==> src/rtl/instruction_cache_refill_controller_pkg.sv <==
// Shared definitions for the instruction cache refill controller: state encoding,
// default geometry and the address-split widths derived from it.
package instruction_cache_refill_controller_pkg;

    localparam int unsigned ADDR_W = 32;
    localparam int unsigned DATA_W = 32;

    localparam int unsigned DEFAULT_LINE_WORDS = 4;
    localparam int unsigned DEFAULT_SETS       = 64;
    localparam int unsigned DEFAULT_WORD_W     = $clog2(DEFAULT_LINE_WORDS);
    localparam int unsigned DEFAULT_OFFSET_W   = DEFAULT_WORD_W + 2;
    localparam int unsigned DEFAULT_INDEX_W    = $clog2(DEFAULT_SETS);
    localparam int unsigned DEFAULT_TAG_W      = ADDR_W - DEFAULT_INDEX_W - DEFAULT_OFFSET_W;

    typedef enum logic [2:0] {
        ST_IDLE  = 3'd0,
        ST_INVAL = 3'd1,
        ST_REQ   = 3'd2,
        ST_FILL  = 3'd3,
        ST_TAG   = 3'd4,
        ST_FLUSH = 3'd5
    } state_t;

    // Counter width able to hold both a word offset and a set index.
    function automatic int unsigned max_w(input int unsigned a, input int unsigned b);
        return (a > b) ? a : b;
    endfunction

endpackage

==> src/rtl/instruction_cache_refill_controller_word_counter.sv <==
// Generic up-counter with synchronous clear, enable and a programmable terminal flag.
module refill_word_counter #(
    parameter int unsigned WIDTH = 6
) (
    input  logic             clk,
    input  logic             rst_n,
    input  logic             clear,
    input  logic             enable,
    input  logic [WIDTH-1:0] last,
    output logic [WIDTH-1:0] count,
    output logic             terminal_c
);

    always_ff @(posedge clk or negedge rst_n) begin
        if (!rst_n) begin
            count <= '0;
        end else if (clear) begin
            count <= '0;
        end else if (enable) begin
            count <= count + WIDTH'(1);
        end
    end

    assign terminal_c = (count == last);

endmodule

==> src/rtl/instruction_cache_refill_controller.sv <==
// Instruction cache miss handler: invalidates the victim line, reads the line from
// memory, writes the data/tag arrays, and serialises fence.i flushes behind refills.
module instruction_cache_refill_controller
    import instruction_cache_refill_controller_pkg::*;
#(
    parameter int unsigned LINE_WORDS = DEFAULT_LINE_WORDS,
    parameter int unsigned SETS       = DEFAULT_SETS,
    parameter logic        HIGH       = 1'b1,
    parameter logic        LOW        = 1'b0
) (
    input  logic                                               clk,
    input  logic                                               rst_n,
    input  logic                                               miss,
    input  logic [ADDR_W-1:0]                                  miss_addr,
    input  logic                                               flush,
    output logic                                               instruction_cache_stall,
    output logic                                               mem_req,
    output logic [ADDR_W-1:0]                                  mem_addr,
    input  logic                                               mem_ack,
    input  logic                                               mem_rdata_valid,
    input  logic [DATA_W-1:0]                                  mem_rdata,
    output logic                                               fill_write,
    output logic [$clog2(SETS)-1:0]                            fill_index,
    output logic [$clog2(LINE_WORDS)-1:0]                      fill_word,
    output logic [DATA_W-1:0]                                  fill_data,
    output logic                                               tag_write,
    output logic [$clog2(SETS)-1:0]                            tag_index,
    output logic [ADDR_W-$clog2(SETS)-$clog2(LINE_WORDS)-3:0]  tag_value,
    output logic                                               tag_valid,
    output logic [31:0]                                        miss_count
);

    localparam int unsigned WORD_W   = $clog2(LINE_WORDS);
    localparam int unsigned OFFSET_W = WORD_W + 2;
    localparam int unsigned INDEX_W  = $clog2(SETS);
    localparam int unsigned TAG_W    = ADDR_W - INDEX_W - OFFSET_W;
    localparam int unsigned CNT_W    = max_w(WORD_W, INDEX_W);
    localparam logic [ADDR_W-1:0] LINE_MASK = ADDR_W'(LINE_WORDS * 4 - 1);

    state_t            state;
    logic              pending;
    logic [ADDR_W-1:0] base;
    logic [CNT_W-1:0]  count;
    logic [CNT_W-1:0]  count_last;
    logic              cnt_clear;
    logic              cnt_enable;
    logic              cnt_terminal_c;
    logic              beat_c;

    // One counter walks words during FILL and set indices during FLUSH.
    assign beat_c     = (state == ST_FILL) && mem_rdata_valid;
    assign cnt_clear  = (state != ST_FILL) && (state != ST_FLUSH);
    assign cnt_enable = beat_c || (state == ST_FLUSH);
    assign count_last = (state == ST_FLUSH) ? CNT_W'(SETS - 1) : CNT_W'(LINE_WORDS - 1);

    refill_word_counter #(
        .WIDTH (CNT_W)
    ) u_counter (
        .clk        (clk),
        .rst_n      (rst_n),
        .clear      (cnt_clear),
        .enable     (cnt_enable),
        .last       (count_last),
        .count      (count),
        .terminal_c (cnt_terminal_c)
    );

    // Reset leaves a flush pending so every tag is invalidated before first use.
    always_ff @(posedge clk or negedge rst_n) begin
        if (!rst_n) begin
            state      <= ST_IDLE;
            pending    <= HIGH;
            base       <= '0;
            miss_count <= '0;
        end else begin
            case (state)
                ST_IDLE: begin
                    if (pending || flush) begin
                        state <= ST_FLUSH;
                    end else if (miss) begin
                        state      <= ST_INVAL;
                        base       <= miss_addr & ~LINE_MASK;
                        miss_count <= miss_count + 32'd1;
                    end
                end
                ST_INVAL: state <= ST_REQ;
                ST_REQ: begin
                    if (mem_ack) begin
                        state <= ST_FILL;
                    end
                end
                ST_FILL: begin
                    if (beat_c && cnt_terminal_c) begin
                        state <= ST_TAG;
                    end
                end
                ST_TAG: state <= ST_IDLE;
                ST_FLUSH: begin
                    if (cnt_terminal_c) begin
                        state   <= ST_IDLE;
                        pending <= LOW;
                    end
                end
                default: state <= ST_IDLE;
            endcase
            // A flush seen mid-refill waits; one seen while flushing is absorbed.
            if (flush && (state inside {ST_INVAL, ST_REQ, ST_FILL, ST_TAG})) begin
                pending <= HIGH;
            end
        end
    end

    assign instruction_cache_stall = (state != ST_IDLE) || miss || flush || pending;

    assign mem_req  = (state == ST_REQ) ? HIGH : LOW;
    assign mem_addr = base;

    assign fill_write = beat_c ? HIGH : LOW;
    assign fill_index = base[OFFSET_W +: INDEX_W];
    assign fill_word  = count[WORD_W-1:0];
    assign fill_data  = mem_rdata;

    assign tag_write = (state inside {ST_INVAL, ST_TAG, ST_FLUSH}) ? HIGH : LOW;
    assign tag_valid = (state == ST_TAG) ? HIGH : LOW;
    assign tag_index = (state == ST_FLUSH) ? count[INDEX_W-1:0] : base[OFFSET_W +: INDEX_W];
    assign tag_value = base[ADDR_W-1 -: TAG_W];

endmodule

==> config.mk <==
export PLATFORM = sky130hd
export DESIGN_NAME = instruction_cache_refill_controller
export DESIGN_NICKNAME = d
export VERILOG_FILES = /design/src/rtl/instruction_cache_refill_controller_pkg.sv /design/src/rtl/instruction_cache_refill_controller_word_counter.sv /design/src/rtl/instruction_cache_refill_controller.sv
export SDC_FILE = /design/constraint.sdc
export NUM_CORES = 1
export LEC_CHECK = 0
export CAP_MARGIN = 10
export CORE_MARGIN = 3
export CORE_UTILIZATION = 39
export DETAILED_ROUTE_END_ITERATION = 16
export PLACE_DENSITY = 0.88
export SKIP_LAST_GASP = 1
export SLEW_MARGIN = 0
export SYNTH_ARGS = -nofsm -noshare
export SYNTH_HDL_FRONTEND = slang
export SYNTH_SLANG_ARGS = --single-unit
==> constraint.sdc <==
create_clock -name clk -period 2.79 [get_ports clk]
set_clock_uncertainty 0.2 [all_clocks]
set_input_delay 0.6975 -clock clk [delete_from_list [all_inputs] [get_ports clk]]
set_output_delay 0.6975 -clock clk [all_outputs]
set_load 0.05 [all_outputs]
* Yosys cells after proc, flatten, opt, wreduce, memory -nomap -nowiden
Cells that the tools add are included.
** Cells by class
- $add $sub $neg :: 2
- Bitwise operators :: 1
- Equality and inequality tests :: 12
- Mux-type cells :: 17
- Reduce and logical (&&, ||, !) cells :: 19
** Operators by type and width (number)
- $add 32x1->32 const B :: 1
- $mux 6 :: 4
- $mux 3 :: 5
- $pmux 3 s5 :: 1
- $mux 1 :: 7
- $add 6x1->6 const B :: 1
- $eq 3x2->1 const B :: 2
- $eq 3x3->1 const B :: 2
- $eq 6x6->1 :: 1
- $ne 3x3->1 const B :: 2
- $reduce_bool 2->1 :: 3
- $reduce_bool 3->1 :: 2
- $logic_or 1x1->1 :: 5
- $logic_and 1x1->1 :: 4
- $ne 2x2->1 const B :: 2
- $reduce_and 4->1 :: 1
- $reduce_bool 4->1 :: 1
- $eq 3x1->1 const B :: 1
- $logic_not 3->1 :: 1
- $ne 3x2->1 const B :: 1
- $reduce_and 3->1 :: 1
- $ne 2x1->1 const B :: 1
- $reduce_and 2->1 :: 1
- $not 1->1 :: 1
** Word-level totals
- Bits in registers :: 70
- Input bits :: 70
- Logic and storage cells :: 56

* Longest topological paths before layout
- Depth in word-level cells :: 6
- Mapped depth :: 7

* Cells and area by module
From an unflattened synthesis, not the netlist that was laid out.
** Second synthesis, totals
- Cells, all modules :: 418
- Area total of the unflattened synthesis :: 3822.4 µm²
** By module, submodules not included
- instruction_cache_refill_controller :: cells an instance 386, times used 1, sequential area each 1602.8 µm², area each 3489.6 µm²
- refill_word_counter :: cells an instance 32, times used 1, sequential area each 150.1 µm², area each 332.8 µm²

* Worst setup path before layout
No wires, ideal clock.
- Path kind :: reg2out
- From :: reg state[1]
- To :: out fill_write
- Setup slack :: -0.133 ns
- Required time :: 1.893 ns
- Data arrival time :: 2.025 ns
- Buffers on the path :: 1
- Stages on the path, launching flop included :: 4
- Cell sequence :: dfrtp_1 -> clkbuf_1 -> nand2_1 -> nor3b_1
** Between the ends
- Longest elaborated chain between the ends :: 3
** Ends and longest elaborated chain
- start: declaration :: RTL line instruction_cache_refill_controller.sv:40 : state_t state;
- start signal: assignment :: RTL line instruction_cache_refill_controller.sv:71 : state <= ST_IDLE;
- start signal: assignment :: RTL line instruction_cache_refill_controller.sv:79 : state <= ST_FLUSH;
- start signal: assignment :: RTL line instruction_cache_refill_controller.sv:81 : state <= ST_INVAL;
- $eq 3x2->1 :: RTL line instruction_cache_refill_controller.sv:51 : assign beat_c = (state == ST_FILL) && mem_rdata_valid;
- $logic_and 1x1->1 :: RTL line instruction_cache_refill_controller.sv:51
- $mux 1 :: RTL line instruction_cache_refill_controller.sv:118 : assign fill_write = beat_c ? HIGH : LOW;
- end: declaration :: RTL line instruction_cache_refill_controller.sv:22 : output logic fill_write,
Every way passes these cells.

* Final worst setup path
- From :: reg state[2]
- To :: out instruction_cache_stall
** Between the ends
- Longest elaborated chain between the ends :: 4
** Ends and longest elaborated chain
- $reduce_bool 3->1 :: RTL line instruction_cache_refill_controller.sv:113 : assign instruction_cache_stall = (state != ST_IDLE) || miss || flush || pending;
- $logic_or 1x1->1 (3 in series) :: RTL line instruction_cache_refill_controller.sv:113
- end: declaration :: RTL line instruction_cache_refill_controller.sv:16 : output logic instruction_cache_stall,
Every way passes these cells.

==> run metrics <==
MaxCap Viol Count=0; run status=complete, no violations; part of the power in registers=32.2%; GR Layer Usage met1=19.9%; Die Area=0.0107 mm²; Initial DRT Pass Iterations=4; Int Power=2.25 mW; Tcrit/Tclk final=96.8%; CTS Buf Count=9; first-pass GRT wire length=14,600 µm; top cells by instance count after synthesis=nand2_1 (104), dfrtp_1 (69), buf_4 (68); Worst setup EP type=output port; ratio of cells with drive above 1 in the final layout=12.9%; Synth Register Bits=70; Synth async-reset ratio=100%; DIE WIDTH=104 µm; Fin. Hold Viols=0; RSZ-0062 raised after global routing=no; critical path type=reg2out; combinational share of power=44.0%; EDFF count, synth=0; post-place setup slack=0.169 ns; TritonCTS Sinks=70; core area=0.00898 mm²; WL per Instance=14.8 µm; drt first-iter violations=133; antenna violations before repair=0; Top FF cell, synth=dfrtp_1; Period minus WS final=2.70 ns; CP Data Arrival Time=1.80 ns; crit path max fanout=5; Syn Area/Cell=9.65 µm²; site row count=34; Post-DRT Antenna Nets=0; data required time at the worst endpoint=1.89 ns; Ant. Diodes=0; GRT met3 Usage=5.35%; CTS tree=built; WL final=8850 µm; Worst Hold Class=in2async; Starting Density=41.3%; sw frac=42.3%; Tot GR Track Use=16.8%; GRT met2 Usage=27.4%; largest net degree at the start of global routing=71; Clk pwr share=23.8%; sequential fraction of the synthesis area=47.3%; vias per std cell=4.87; most used routing layer=met2; gp weighted congestion=0.802; H-tree Lvls=3; Root Driver=clkbuf_8; VDD IR-drop max=0.456 mV; Synth top area share=46.6%; I/O pin cnt=207; count leader, synth=nand2_1; setup violators final=0; CP Launch Type=register; Slew @ Worst Pin=0.877 ns; final setup margin=0.0882 ns; switching pwr=1.65 mW; vias in the first global route=2,929; Synth cell types=46; Leak Pwr=2.32 nW; Final Power=3.90 mW; Residual DRC=0; Final Slew Violations=0; die height=104 µm; vias post-DR=2,917; max frequency=370 MHz; Area Overhead vs Synth=34.7%; cell area after synthesis=0.00371 mm²; fill count=803; Reg clk slew, reported paths=0.07 ns; GR Overflow Total=0; post-layout net count=540; setup_tns=0 ns; DP HPWL=6630 µm; post-synth top area cell=dfrtp_1; Area contributors post-synth=dfrtp_1 (47%), buf_4 (14%), nand2_1 (11%), xnor2_1 (5.0%), xor2_1 (3.5%); I/O Buffers=134; Cells after Synth=384; Max transition margin=41.5%; Synth warnings=0; clk_lat worst skew=0.34 ns; clock buffer depth=2; Power Density=782 mW/mm²
critical path, cell delays in order, from the launching register on:
cell     delay, ns
dfrtp_1       0.43
or4_4         0.50
or3_1         0.34
buf_4         0.20
state kept, by name, summed over array words and instances, names as in the netlist:
name and count:
miss_count 32, state 3, mem_addr 28, u_counter.count 6, pending 1
layout make-up:
cell class                      instances  area (µm²)  area share (%)
Timing Repair Buffer                  147        1430            28.7
Multi-Input combinational cell        235        1400            28.0
Sequential cell                        70        1750            35.1
Tap cell                              126         158            3.16
Inverter                                5        18.8           0.376
Clock inverter                          5        81.3            1.63
Clock buffer                           11         151            3.03
stage by stage:
| step | utilization (%) | area (µm²) | instances | hold slack [ns] |
|---|---|---|---|---|
| 2_1_floorplan | - | 3720 | 387 | 0.202 |
| 3_3_place_gp | 52.9 | 4750 | 582 | 0.260 |
| 3_5_place_dp | 52.9 | 4750 | 582 | 0.261 |
| 4_1_cts | 55.6 | 4990 | 599 | 0.278 |
| 5_1_grt | 55.6 | 4990 | 599 | 0.301 |
| 6_report | 55.6 | 4990 | 599 | 0.271 |
power groups by stage:
stage / Sequential, mW / Combinational [mW] / Clock [mW]
final: 1.26 / 1.72 / 0.929
after floorplan: 1.59 / 1.06 / 0
after global placement: 1.26 / 1.70 / 0
after global routing: 1.27 / 1.80 / 1.02
after CTS: 1.26 / 1.73 / 0.969
after detailed placement: 1.28 / 1.72 / 0
cell usage in the layout, fill, tap and decap left out, types with 2 or more instances in the layout:
cell,n
nand2b_1,3
nor3_2,2
o21ai_0,2
buf_4,23
nand2_1,104
nor2_1,12
and3_1,4
bufinv_16,2
nand4_1,8
buf_12,2
xnor2_1,21
mux2_2,6
clkbuf_8,11
nor3_1,5
a21oi_1,2
clkdlybuf4s50_1,122
nand3_1,16
and4_1,3
inv_1,5
conb_1,4
and2_1,2
nor3b_2,3
xor2_1,15
ha_1,2
dfrtp_1,69
per-layer routing:
metal	share of wire (%)	vias up	wire length, µm
met3	8.9	36	787
li1	-	1357	-
met4	3.1	0	272
met1	41	1380	3610
met5	0	-	0
met2	47	144	4180
repair_timing:
action / in CTS / in global routing
gates resized for setup: 1 / 0
hold buffers: 0 / 0
setup endpoints to repair: 7 / 0
hold endpoints to repair: 0 / 0
buffers inserted: 1 / 0
path summary, 6_finish.rpt:
kind                                startpoint                       to  slack [ns]  cells past startpoint
worst max register to register        state[1]           miss_count[24]        0.60                      6
max in group asynchronous                rst_n              mem_addr[8]        1.54                      1
min in group clk                miss_count[31]           miss_count[31]        0.28                      1
worst min-delay path                     rst_n             mem_addr[25]        0.27                      1
worst min register to register  miss_count[31]           miss_count[31]        0.28                      1
worst max-delay path                  state[2]  instruction_cache_stall        0.09                      3
logic make-up after synthesis:
logic type	share of synthesized area, %
flip-flops	47.3
other	0.101
adder cells (fa/ha/maj)	0.675
AO/OA/AOI/OAI	1.82
AND/OR/NAND/NOR	24.0
buffers and inverters	15.5
XOR/XNOR	8.51
multiplexers	2.09
(Power assumes the default switching activity.)
==> edit (same settings) <==
Change the package constant `DATA_W` from 32 to 16.
--- a/src/rtl/instruction_cache_refill_controller_pkg.sv
+++ b/src/rtl/instruction_cache_refill_controller_pkg.sv
@@ -4,5 +4,5 @@
 
     localparam int unsigned ADDR_W = 32;
-    localparam int unsigned DATA_W = 32;
+    localparam int unsigned DATA_W = 16;
 
     localparam int unsigned DEFAULT_LINE_WORDS = 4;
Interface: changed (resized fill_data and mem_rdata); port bits go from 207 to 175. The function was not compared with the original's and may differ.
==> edit against the unedited design <==
Global-route usage shrank 0.40 points; power grew 0.32%; die area shrank 3.1%; synthesized area shrank 3.2%; worst setup slack lost 0.021 ns; design area shrank 0.25%; sequential cell count is the same; largest cell class unchanged; routed wire length shrank 2.5%.
==> edit: results <==
[cells_and_area]
top_register = "miss_count"
drive_gt1_share_pct = 13.7
fin_nets = 526
fillers = 782
antenna_cells = 0
largest_reg_flops = 32

[setup_path]
reg2reg_depth = 6
cp.arrival_ns = 1.83
path_max_fanout = 5

[synth]
ys_top_cells_by_count = "nand2_1 (104), dfrtp_1 (69), buf_4 (52), xnor2_1 (21), nand3_1 (16)"
async_reset_ff_share_pct = 100
yosys.cell_types.count = 46
ys.flop_type = "dfrtp_1"
ys_seq_area_share_pct = 48.9
yosys_warnings = 0
ys_top_cells_by_area = "dfrtp_1 (48%), buf_4 (11%), nand2_1 (11%)"

[global_route]
grt_max_degree = 71
grt_pass1_vias = 2824
grt_pass1_wl_um = 13600
antenna_found_initial = 0
grt_use_total_pct = 16.4

[drt]
via_per_inst = 4.88
drt_pass1_iterations = 4
drt_iter0_drc = 75
drt_wl_total_um = 8630

[cts]
clk_path_buf_depth = 2
clk_pin_slew_ns = 0.08
clkLatencyLatePin_ns = 0.34
cts_buffers = 9
h-tree-depth = 3
cts_root_buffer = "clkbuf_8"

[power]
power.leakage_nw = 2.32
peakVddDrop_uv = 384

[placed_design]
portBuffers = 134
hpwl_um = 6320
place_area_sq_um = 4710
gp_congestion = 0.753

[timing]
slew-limit-headroom_pct = 41.0

[hold_path]
worstHoldPathType = "in -> async"

[run_status]
outcome = "complete, no violations"
edit: metal layers:
layer	up-vias	track usage (%)	wire length, um
met5	-	0	0
met4	0	5.15	73
met3	7	4.91	687
met2	128	27.4	4260
met1	1364	20.4	3610
li1	1348	-	-
edit: final timing paths:
path                                            to  slack (ns)            from
min in group clk                    miss_count[31]        0.29  miss_count[31]
setup reg to reg                    miss_count[22]        0.41        state[1]
hold reg to reg                     miss_count[31]        0.29  miss_count[31]
max in group asynchronous                 state[0]        1.50           rst_n
setup / recovery           instruction_cache_stall        0.07        state[0]
hold / removal                        mem_addr[24]        0.27           rst_n
edit: logic make-up (layout without fill, tap and decap cells):
group                      Yosys count  in the layout  share of synthesized area, %
buffers and inverters               66            170                          12.7
AOI/OAI and AO/OA                   10             10                          1.88
DFF                                 70             70                          48.9
adders and majority gates            2              2                         0.697
muxes                                7              7                          2.16
other                                1              4                         0.105
xor gates and xnor gates            36             36                          8.79
and+or+nand+nor                    176            176                          24.8
edit: worst max-delay path, cell delays in order (launching register included):
cell,delay [ns]
dfrtp_2,0.44
or4_4,0.53
or3_4,0.35
buf_6,0.16
edit: area by class of cell:
type	instances	area (sq um)	area share, %
Multi-Input combinational cell	235	1400	28.1
Tap cell	108	135	2.71
Inverter	5	18.8	0.377
Timing Repair Buffer	149	1440	28.9
Clock buffer	10	138	2.76
Clock inverter	6	92.6	1.86
Sequential cell	70	1750	35.2
edit: stage by stage:
stage	setup WS, ns	std cells	hold WS (ns)
5_1_grt	0.0168	583	0.307
3_5_place_dp	0.0821	563	0.270
2_1_floorplan	0.0992	371	0.202
4_1_cts	0.0392	583	0.291
6_report	0.0669	583	0.275
3_3_place_gp	0.103	563	0.259
edit: report_power, final:
part / internal, mW / switching (mW)
Clock: 0.532 / 0.392
Sequential: 1.14 / 0.126
Combinational: 0.578 / 1.15
Total: 2.25 / 1.67
edit: repair_timing:
item,in CTS,in global routing
pin swaps,1,0
resized for setup,2,2
hold endpoints to repair,0,0
setup endpoints to repair,7,1
buffers inserted,4,0
hold buffers,0,0
